File: config.mk
export PLATFORM = sky130hd
export DESIGN_NAME = csum_engine_flat
export DESIGN_NICKNAME = d
export VERILOG_FILES = /design/src/rtl/csum_engine_if.sv /design/src/rtl/csum_engine.sv /design/src/flat_wrapper.sv
export SDC_FILE = /design/constraint.sdc
export NUM_CORES = 1
export LEC_CHECK = 0
export CAP_MARGIN = 20
export CORE_UTILIZATION = 46
export DETAILED_ROUTE_END_ITERATION = 6
export PLACE_DENSITY = 0.79
export SLEW_MARGIN = 20
export SYNTH_ARGS = -nofsm -noshare
export SYNTH_HDL_FRONTEND = slang
export SYNTH_SLANG_ARGS = --single-unit
File: constraint.sdc
create_clock -name clk -period 3.6 [get_ports clk]
set_input_delay 0.54 -clock clk [delete_from_list [all_inputs] [get_ports clk]]
set_output_delay 0.54 -clock clk [all_outputs]
set_load 0.02 [all_outputs]
File: src/rtl/csum_engine_if.sv
// rtl/csum_engine_if.sv - single-port SRAM bus shared by csum_engine and its memory (ce/we/addr/sel/data)
interface csum_engine_if #(
  parameter int ADDR_W = 32
) ();
  logic              sram_ce_o;
  logic              sram_we_o;
  logic [ADDR_W-1:0] sram_addr_o;
  logic [3:0]        sram_sel_o;
  logic [31:0]       sram_data_o;
  logic [31:0]       sram_data_i;

  modport master (
    output sram_ce_o, sram_we_o, sram_addr_o, sram_sel_o, sram_data_o,
    input  sram_data_i
  );

  modport slave (
    input  sram_ce_o, sram_we_o, sram_addr_o, sram_sel_o, sram_data_o,
    output sram_data_i
  );
endinterface

File: src/rtl/csum_engine.sv
// rtl/csum_engine.sv - ones'-complement header checksum verify/insert engine over the SRAM bus
// Optional saturating VERIFY-failure counter built only when CSUM_ERRCNT_EN is defined.
module csum_engine #(
  parameter int ADDR_W    = 32,
  parameter int DATA_W    = 32,
  parameter int MAX_WORDS = 15,
  parameter int CSUM_WORD = 2,
  parameter int CSUM_HI   = 0
) (
  input  logic              clk,
  input  logic              rst,
  input  logic              start_i,
  input  logic [ADDR_W-1:0] start_addr_i,
  input  logic [3:0]        hdr_words_i,
  input  logic              mode_i,
  csum_engine_if.master     sram,
  output logic              busy_o,
  output logic              done_o,
  output logic [15:0]       csum_o,
  output logic              csum_ok_o,
  output logic              err_o,
  output logic [15:0]       err_cnt_o
);

  typedef enum logic [2:0] {
    S_IDLE, S_READ, S_DRAIN, S_FOLD, S_WRITE, S_DONE
  } state_t;

  localparam logic [4:0] LP_MAX = 5'(MAX_WORDS);
  localparam logic [4:0] LP_CW5 = 5'(CSUM_WORD);
  localparam logic [3:0] LP_CW4 = 4'(CSUM_WORD);

  state_t            r_state, w_state_nxt;
  logic [ADDR_W-1:0] r_addr;
  logic [3:0]        r_n;
  logic              r_mode;
  logic [3:0]        r_cnt;
  logic              r_rd_vld;
  logic [3:0]        r_rd_idx;
  logic [20:0]       r_acc;
  logic [15:0]       r_csum;
  logic              r_ok;
  logic              r_err;

  logic              w_bad;
  logic              w_mask;
  logic [15:0]       w_hi;
  logic [15:0]       w_lo;
  logic [16:0]       w_f1;
  logic [15:0]       w_s;
  logic [3:0]        w_last;

  assign w_bad  = (hdr_words_i == 4'd0) || ({1'b0, hdr_words_i} > LP_MAX) ||
                  (mode_i && ({1'b0, hdr_words_i} <= LP_CW5));
  assign w_last = r_n - 4'd1;

  // INSERT ignores whatever currently sits in the checksum field
  assign w_mask = r_mode && (r_rd_idx == LP_CW4);
  assign w_hi   = (w_mask && (CSUM_HI != 0)) ? 16'h0 : sram.sram_data_i[31:16];
  assign w_lo   = (w_mask && (CSUM_HI == 0)) ? 16'h0 : sram.sram_data_i[15:0];

  assign w_f1 = {1'b0, r_acc[15:0]} + {12'd0, r_acc[20:16]};
  assign w_s  = w_f1[15:0] + {15'd0, w_f1[16]};

  always_ff @(posedge clk or negedge rst) begin
    if (!rst) r_state <= S_IDLE;
    else      r_state <= w_state_nxt;
  end

  always_comb begin
    w_state_nxt       = r_state;
    sram.sram_ce_o    = 1'b0;
    sram.sram_we_o    = 1'b0;
    sram.sram_addr_o  = '0;
    sram.sram_sel_o   = 4'h0;
    sram.sram_data_o  = 32'h0;
    case (r_state)
      S_IDLE:  if (start_i) w_state_nxt = w_bad ? S_DONE : S_READ;
      S_READ: begin
        sram.sram_ce_o   = 1'b1;
        sram.sram_sel_o  = 4'hF;
        sram.sram_addr_o = r_addr + {{(ADDR_W-6){1'b0}}, r_cnt, 2'b00};
        if (r_cnt == w_last) w_state_nxt = S_DRAIN;
      end
      S_DRAIN: w_state_nxt = S_FOLD;
      S_FOLD:  w_state_nxt = r_mode ? S_WRITE : S_DONE;
      S_WRITE: begin
        sram.sram_ce_o   = 1'b1;
        sram.sram_we_o   = 1'b1;
        sram.sram_addr_o = r_addr + ADDR_W'(4 * CSUM_WORD);
        sram.sram_sel_o  = (CSUM_HI != 0) ? 4'b1100 : 4'b0011;
        sram.sram_data_o = (CSUM_HI != 0) ? {r_csum, 16'h0} : {16'h0, r_csum};
        w_state_nxt      = S_DONE;
      end
      S_DONE:  w_state_nxt = S_IDLE;
      default: w_state_nxt = S_IDLE;
    endcase
  end

  always_ff @(posedge clk or negedge rst) begin
    if (!rst) begin
      r_addr   <= '0;
      r_n      <= 4'd0;
      r_mode   <= 1'b0;
      r_cnt    <= 4'd0;
      r_rd_vld <= 1'b0;
      r_rd_idx <= 4'd0;
      r_acc    <= 21'd0;
      r_csum   <= 16'h0;
      r_ok     <= 1'b0;
      r_err    <= 1'b0;
    end else begin
      r_rd_vld <= (r_state == S_READ);
      r_rd_idx <= r_cnt;
      if (r_state == S_IDLE && start_i) begin
        r_addr <= start_addr_i;
        r_n    <= hdr_words_i;
        r_mode <= mode_i;
        r_cnt  <= 4'd0;
        r_acc  <= 21'd0;
        r_csum <= 16'h0;
        r_ok   <= 1'b0;
        r_err  <= w_bad;
      end
      if (r_state == S_READ) r_cnt <= r_cnt + 4'd1;
      if (r_rd_vld) r_acc <= r_acc + {5'd0, w_hi} + {5'd0, w_lo};
      if (r_state == S_FOLD) begin
        r_csum <= ~w_s;
        r_ok   <= !r_mode && (w_s == 16'hFFFF);
      end
    end
  end

  assign busy_o    = (r_state != S_IDLE);
  assign done_o    = (r_state == S_DONE);
  assign csum_o    = r_csum;
  assign csum_ok_o = r_ok;
  assign err_o     = r_err;

`ifdef CSUM_ERRCNT_EN
  logic [15:0] r_err_cnt;
  always_ff @(posedge clk or negedge rst) begin
    if (!rst) r_err_cnt <= 16'h0;
    else if (r_state == S_DONE && !r_mode && !r_ok && r_err_cnt != 16'hFFFF)
      r_err_cnt <= r_err_cnt + 16'd1;
  end
  assign err_cnt_o = r_err_cnt;
`else
  assign err_cnt_o = 16'h0;
`endif

endmodule

File: src/flat_wrapper.sv
// flat-port wrapper written by rule: the top's interface ports become plain ports
module csum_engine_flat 
#(
  parameter int ADDR_W    = 32,
  parameter int DATA_W    = 32,
  parameter int MAX_WORDS = 15,
  parameter int CSUM_WORD = 2,
  parameter int CSUM_HI   = 0
)
  (clk, rst, start_i, start_addr_i, hdr_words_i, mode_i, busy_o, done_o, csum_o, csum_ok_o, err_o, err_cnt_o, sram_sram_ce_o, sram_sram_we_o, sram_sram_addr_o, sram_sram_sel_o, sram_sram_data_o, sram_sram_data_i);
  csum_engine_if #(.ADDR_W(ADDR_W)) sram_i ();
  input  logic clk;
  input  logic rst;
  input  logic start_i;
  input  logic [ADDR_W-1:0] start_addr_i;
  input  logic [3:0] hdr_words_i;
  input  logic mode_i;
  output logic busy_o;
  output logic done_o;
  output logic [15:0] csum_o;
  output logic csum_ok_o;
  output logic err_o;
  output logic [15:0] err_cnt_o;
  output wire logic [$bits(sram_i.sram_ce_o)-1:0] sram_sram_ce_o;
  output wire logic [$bits(sram_i.sram_we_o)-1:0] sram_sram_we_o;
  output wire logic [$bits(sram_i.sram_addr_o)-1:0] sram_sram_addr_o;
  output wire logic [$bits(sram_i.sram_sel_o)-1:0] sram_sram_sel_o;
  output wire logic [$bits(sram_i.sram_data_o)-1:0] sram_sram_data_o;
  input wire logic [$bits(sram_i.sram_data_i)-1:0] sram_sram_data_i;
  assign sram_sram_ce_o = sram_i.sram_ce_o;
  assign sram_sram_we_o = sram_i.sram_we_o;
  assign sram_sram_addr_o = sram_i.sram_addr_o;
  assign sram_sram_sel_o = sram_i.sram_sel_o;
  assign sram_sram_data_o = sram_i.sram_data_o;
  assign sram_i.sram_data_i = sram_sram_data_i;
  csum_engine #(.ADDR_W(ADDR_W), .DATA_W(DATA_W), .MAX_WORDS(MAX_WORDS), .CSUM_WORD(CSUM_WORD), .CSUM_HI(CSUM_HI)) u_core (.clk(clk), .rst(rst), .start_i(start_i), .start_addr_i(start_addr_i), .hdr_words_i(hdr_words_i), .mode_i(mode_i), .sram(sram_i), .busy_o(busy_o), .done_o(done_o), .csum_o(csum_o), .csum_ok_o(csum_ok_o), .err_o(err_o), .err_cnt_o(err_cnt_o));
endmodule
==> results of run 1 <==
==> layer usage <==
layer	vias to the layer above	GRT usage [%]	wire [µm]
li1	3362	-	-
met1	3293	33.6	8810
met2	258	39.6	9000
met3	28	2.93	927
met4	0	9.00	379
met5	-	0	0
==> worst max-delay path by stage <==
stage                                       to                 start  slack [ns]  depth (start not counted)
final                         u_core.csum_ok_o       u_core.r_acc[0]        0.05                         16
after detailed placement      u_core.r_acc[19]  sram_sram_data_i[17]       -0.36                         15
after CTS                 sram_sram_addr_o[22]      u_core.r_addr[2]      -0.007                         10
after global placement        u_core.r_acc[19]  sram_sram_data_i[17]       -0.27                         15
after global routing          u_core.csum_ok_o       u_core.r_acc[0]       -0.14                         16
after floorplan               u_core.csum_ok_o       u_core.r_acc[0]        0.07                         16
==> critical path, cell delays in order (launching register included) <==
cell and delay [ns]:
sky130_fd_sc_hd__dfrtp_1 0.40, sky130_fd_sc_hd__ha_1 0.24, sky130_fd_sc_hd__fa_2 0.35, sky130_fd_sc_hd__a211o_1 0.31, sky130_fd_sc_hd__a31oi_4 0.19, sky130_fd_sc_hd__nor3_2 0.08, sky130_fd_sc_hd__and3_1 0.19, sky130_fd_sc_hd__ha_1 0.21
sky130_fd_sc_hd__ha_1 0.22, sky130_fd_sc_hd__o211ai_1 0.11, sky130_fd_sc_hd__nor4b_2 0.07, sky130_fd_sc_hd__buf_4 0.19, sky130_fd_sc_hd__and3_1 0.17, sky130_fd_sc_hd__a2111oi_2 0.26, sky130_fd_sc_hd__and4bb_1 0.24, sky130_fd_sc_hd__nand4b_1 0.11
sky130_fd_sc_hd__o21ai_1 0.13
==> final cells by class <==
class	count	share of cell area (%)
clock buffer	11	2.68
inverter	25	1.03
clock inverter	5	0.835
tap	188	2.49
timing repair buffer	200	20.1
multi-input combinational	729	49.6
sequential	88	23.3
==> power by group through the flow <==
stage                     registers (mW)  logic [mW]  clock network, mW
final                               1.93        5.68               1.05
after floorplan                     1.92        3.48                  0
after detailed placement            1.92        5.30                  0
after global placement              1.91        5.19                  0
after global routing                1.99        6.26               1.10
after CTS                           1.91        5.37               1.06
==> synth_stat cells (21+ instances only) <==
library cell               instances
sky130_fd_sc_hd__o21ai_0          75
sky130_fd_sc_hd__nand2_1         193
sky130_fd_sc_hd__a31oi_1          21
sky130_fd_sc_hd__and3_1           25
sky130_fd_sc_hd__dfrtp_1          88
sky130_fd_sc_hd__ha_1             30
sky130_fd_sc_hd__buf_4            37
sky130_fd_sc_hd__nand3_1          32
sky130_fd_sc_hd__xnor2_1          29
sky130_fd_sc_hd__a21oi_1          53
sky130_fd_sc_hd__clkbuf_1         40
sky130_fd_sc_hd__nor2_1           45
sky130_fd_sc_hd__inv_1            24
==> registers in the layout, indices dropped and copies added, names as in the netlist, 3 cells and up <==
name / flops
u_core.r_n: 4
u_core.r_cnt: 4
u_core.r_rd_idx: 4
u_core.r_addr: 32
u_core.csum_o: 16
u_core.r_state: 3
u_core.r_acc: 21
==> what timing repair did <==
| action | in CTS | in global routing |
|---|---|---|
| gates resized for setup | 16 | 47 |
| setup endpoints to repair | 21 | 33 |
| setup buffers | 2 | 4 |
| pin swaps | 3 | 17 |
==> cells by family after synthesis <==
family,count (synthesis),synth area share (%)
and+or+nand+nor,372,24.4
AOI/OAI and AO/OA,221,19.0
buffers and inverters,104,7.48
DFF,88,31.1
adders and majority gates,51,10.9
xor gates and xnor gates,46,6.00
muxes,7,1.01
other,1,0.0529
==> results.py, run 1 <==
metrics = {
    "cells_and_area": {
        "syn_to_final_growth_pct": 33.2,
        "antennaDiodeCount": 0,
        "area.sequential_um2": 2200,
        "multiInputGateArea_um2": 4680,
        "finish.net_count": 1174,
        "fillers": 1249,
        "mostFrequentLayoutCells": "191 x sky130_fd_sc_hd__nand2_1, 126 x sky130_fd_sc_hd__clkdlybuf4s50_1, 88 x sky130_fd_sc_hd__dfrtp_1",
        "drive_above_1_share_pct": 12.2,
        "share_of_the_core_filled_with_cells_pct": 62.3,
        "final_common_cell": "sky130_fd_sc_hd__nand2_1",
        "post_layout_nonfiller_instances": 1246,
        "stdcell_area_um2": 9440,
    },
    "logic_synthesis": {
        "ys_seq_area_share_pct": 31.1,
        "syn_area_per_cell_um2": 7.97,
        "synth.ff_latch_count": 88,
        "post-synth-top-area-fraction_pct": 31.1,
        "synth_top_cells_by_area": "sky130_fd_sc_hd__dfrtp_1 31%, sky130_fd_sc_hd__nand2_1 10%, sky130_fd_sc_hd__fa_1 5.4%, sky130_fd_sc_hd__ha_1 5.3%, sky130_fd_sc_hd__o21ai_0 5.3%",
        "synth-async-reset-ratio_pct": 100,
        "post_synth_inst_count": 890,
        "yosys_warnings": 0,
        "yosys_most_used_dff": "sky130_fd_sc_hd__dfrtp_1",
        "netlist_area_um2": 7090,
        "edff_count_synth": 0,
        "post-synth-top-area-cell": "sky130_fd_sc_hd__dfrtp_1",
        "yosys.cell_types.count": 68,
    },
    "power_and_ir_drop": {
        "power_switching_share_pct": 46.0,
        "psw_mw": 3.98,
        "power.share.clock_pct": 12.2,
        "cellInternalPower_mw": 4.67,
        "total_power_mw": 8.65,
        "comb_power_share_pct": 65.6,
        "power_frac_seq_pct": 22.3,
        "vdd_ir_drop_max_mv": 0.528,
        "power.leakage_nw": 4.37,
        "p_per_area_nw_per_um2": 917,
    },
    "clock_network": {
        "ctsLongestPathBuffers": 2,
        "numCtsBuffers": 9,
        "cts_root_buffer": "sky130_fd_sc_hd__clkbuf_16",
        "worst_setup_hold_path_clk_slew_ns": 0.07,
        "clk-insertion-delay-late_ns": 0.35,
        "cts_tree": "built",
        "number_of_hold_buffers_added_after_cts": 0,
        "cts.sinks": 88,
        "cts_htree_levels": 3,
    },
    "worst_setup_path": {
        "r2r.worst_path.cells": 16,
        "timing.rr.start": "u_core.r_acc[0]",
        "worstPathMaxFanout": 11,
        "worstSetupEndpointType": "register",
        "critical_path.reg2reg.endpoint": "u_core.csum_ok_o",
        "critPathArrivalTime_ns": 3.82,
        "path_class": "reg2reg",
        "crit_path_start_kind": "register",
        "worstPathRequired_ns": 3.87,
        "setup.reg_to_reg.worst_slack_ns": 0.05,
    },
    "global_route": {
        "antenna_found_initial": 0,
        "grt_pass1_vias": 6315,
        "grt_max_degree": 46,
        "globalRouteOverflowTotal": 0,
        "global_route.usage.total_pct": 24.5,
        "grt_first_pass_wirelength_mm": 31.3,
    },
    "timing": {
        "hold-worst-slack_ns": 0.186,
        "timing.final.ws_setup_ns": 0.0528,
        "post-route-period-util_pct": 98.5,
        "fmax_mhz": 282,
        "finalWorstPathRequiredPeriod_ns": 3.55,
        "hold_violation_total_from_the_final_report": 0,
        "maxSlewViolCount": 0,
        "setup_total_negative_slack_ns": 0,
        "timing.final.setup_violations": 0,
        "worst_pin_slew_ns": 0.974,
        "clock_skew_ns": 0.00845,
        "setup_repair_after_global_routing_missed_its_margin": "yes",
        "slew_headroom_pct": 34.8,
    },
    "routing": {
        "drt_iter0_markers": 533,
        "detailroute.via_count": 6941,
        "drt-wirelength-per-cell_um": 15.3,
        "routed_wl_mm": 19.1,
        "drtPass1Iterations": 5,
        "post_route_antenna_net_violation_count": 0,
        "via_count_normalized_by_instance_count": 5.57,
        "drcViolationCount": 0,
    },
    "floorplan": {
        "floorplan.die.height_um": 126,
        "die_w_um": 126,
        "floorplan.initialDensity_pct": 46.8,
        "floorplan.die_area_um2": 15900,
        "num_io_pins": 178,
        "rows": 45,
        "fp.coreArea_um2": 15100,
    },
    "placement": {
        "post-place-cells": 1224,
        "finalWeightedCongestion": 0.911,
        "placement.io_buffers": 145,
        "place_hpwl_mm": 14.0,
        "detailed_place.area_um2": 8840,
        "detailedPlace.worstSlack_ns": -0.357,
    },
    "hold_path": {
        "min_path_type": "in2async",
    },
    "job": {
        "drv_cap": 0,
    },
    "outcome": {
        "status": "finished clean",
    },
}
(Power assumes the default switching activity.)
==> run 2, diff against run 1 <==
HOLD_SLACK_MARGIN = 0.1   (was default)
==> results of run 2 <==
Final layout, timing and power as in run 1 (identical DEF).
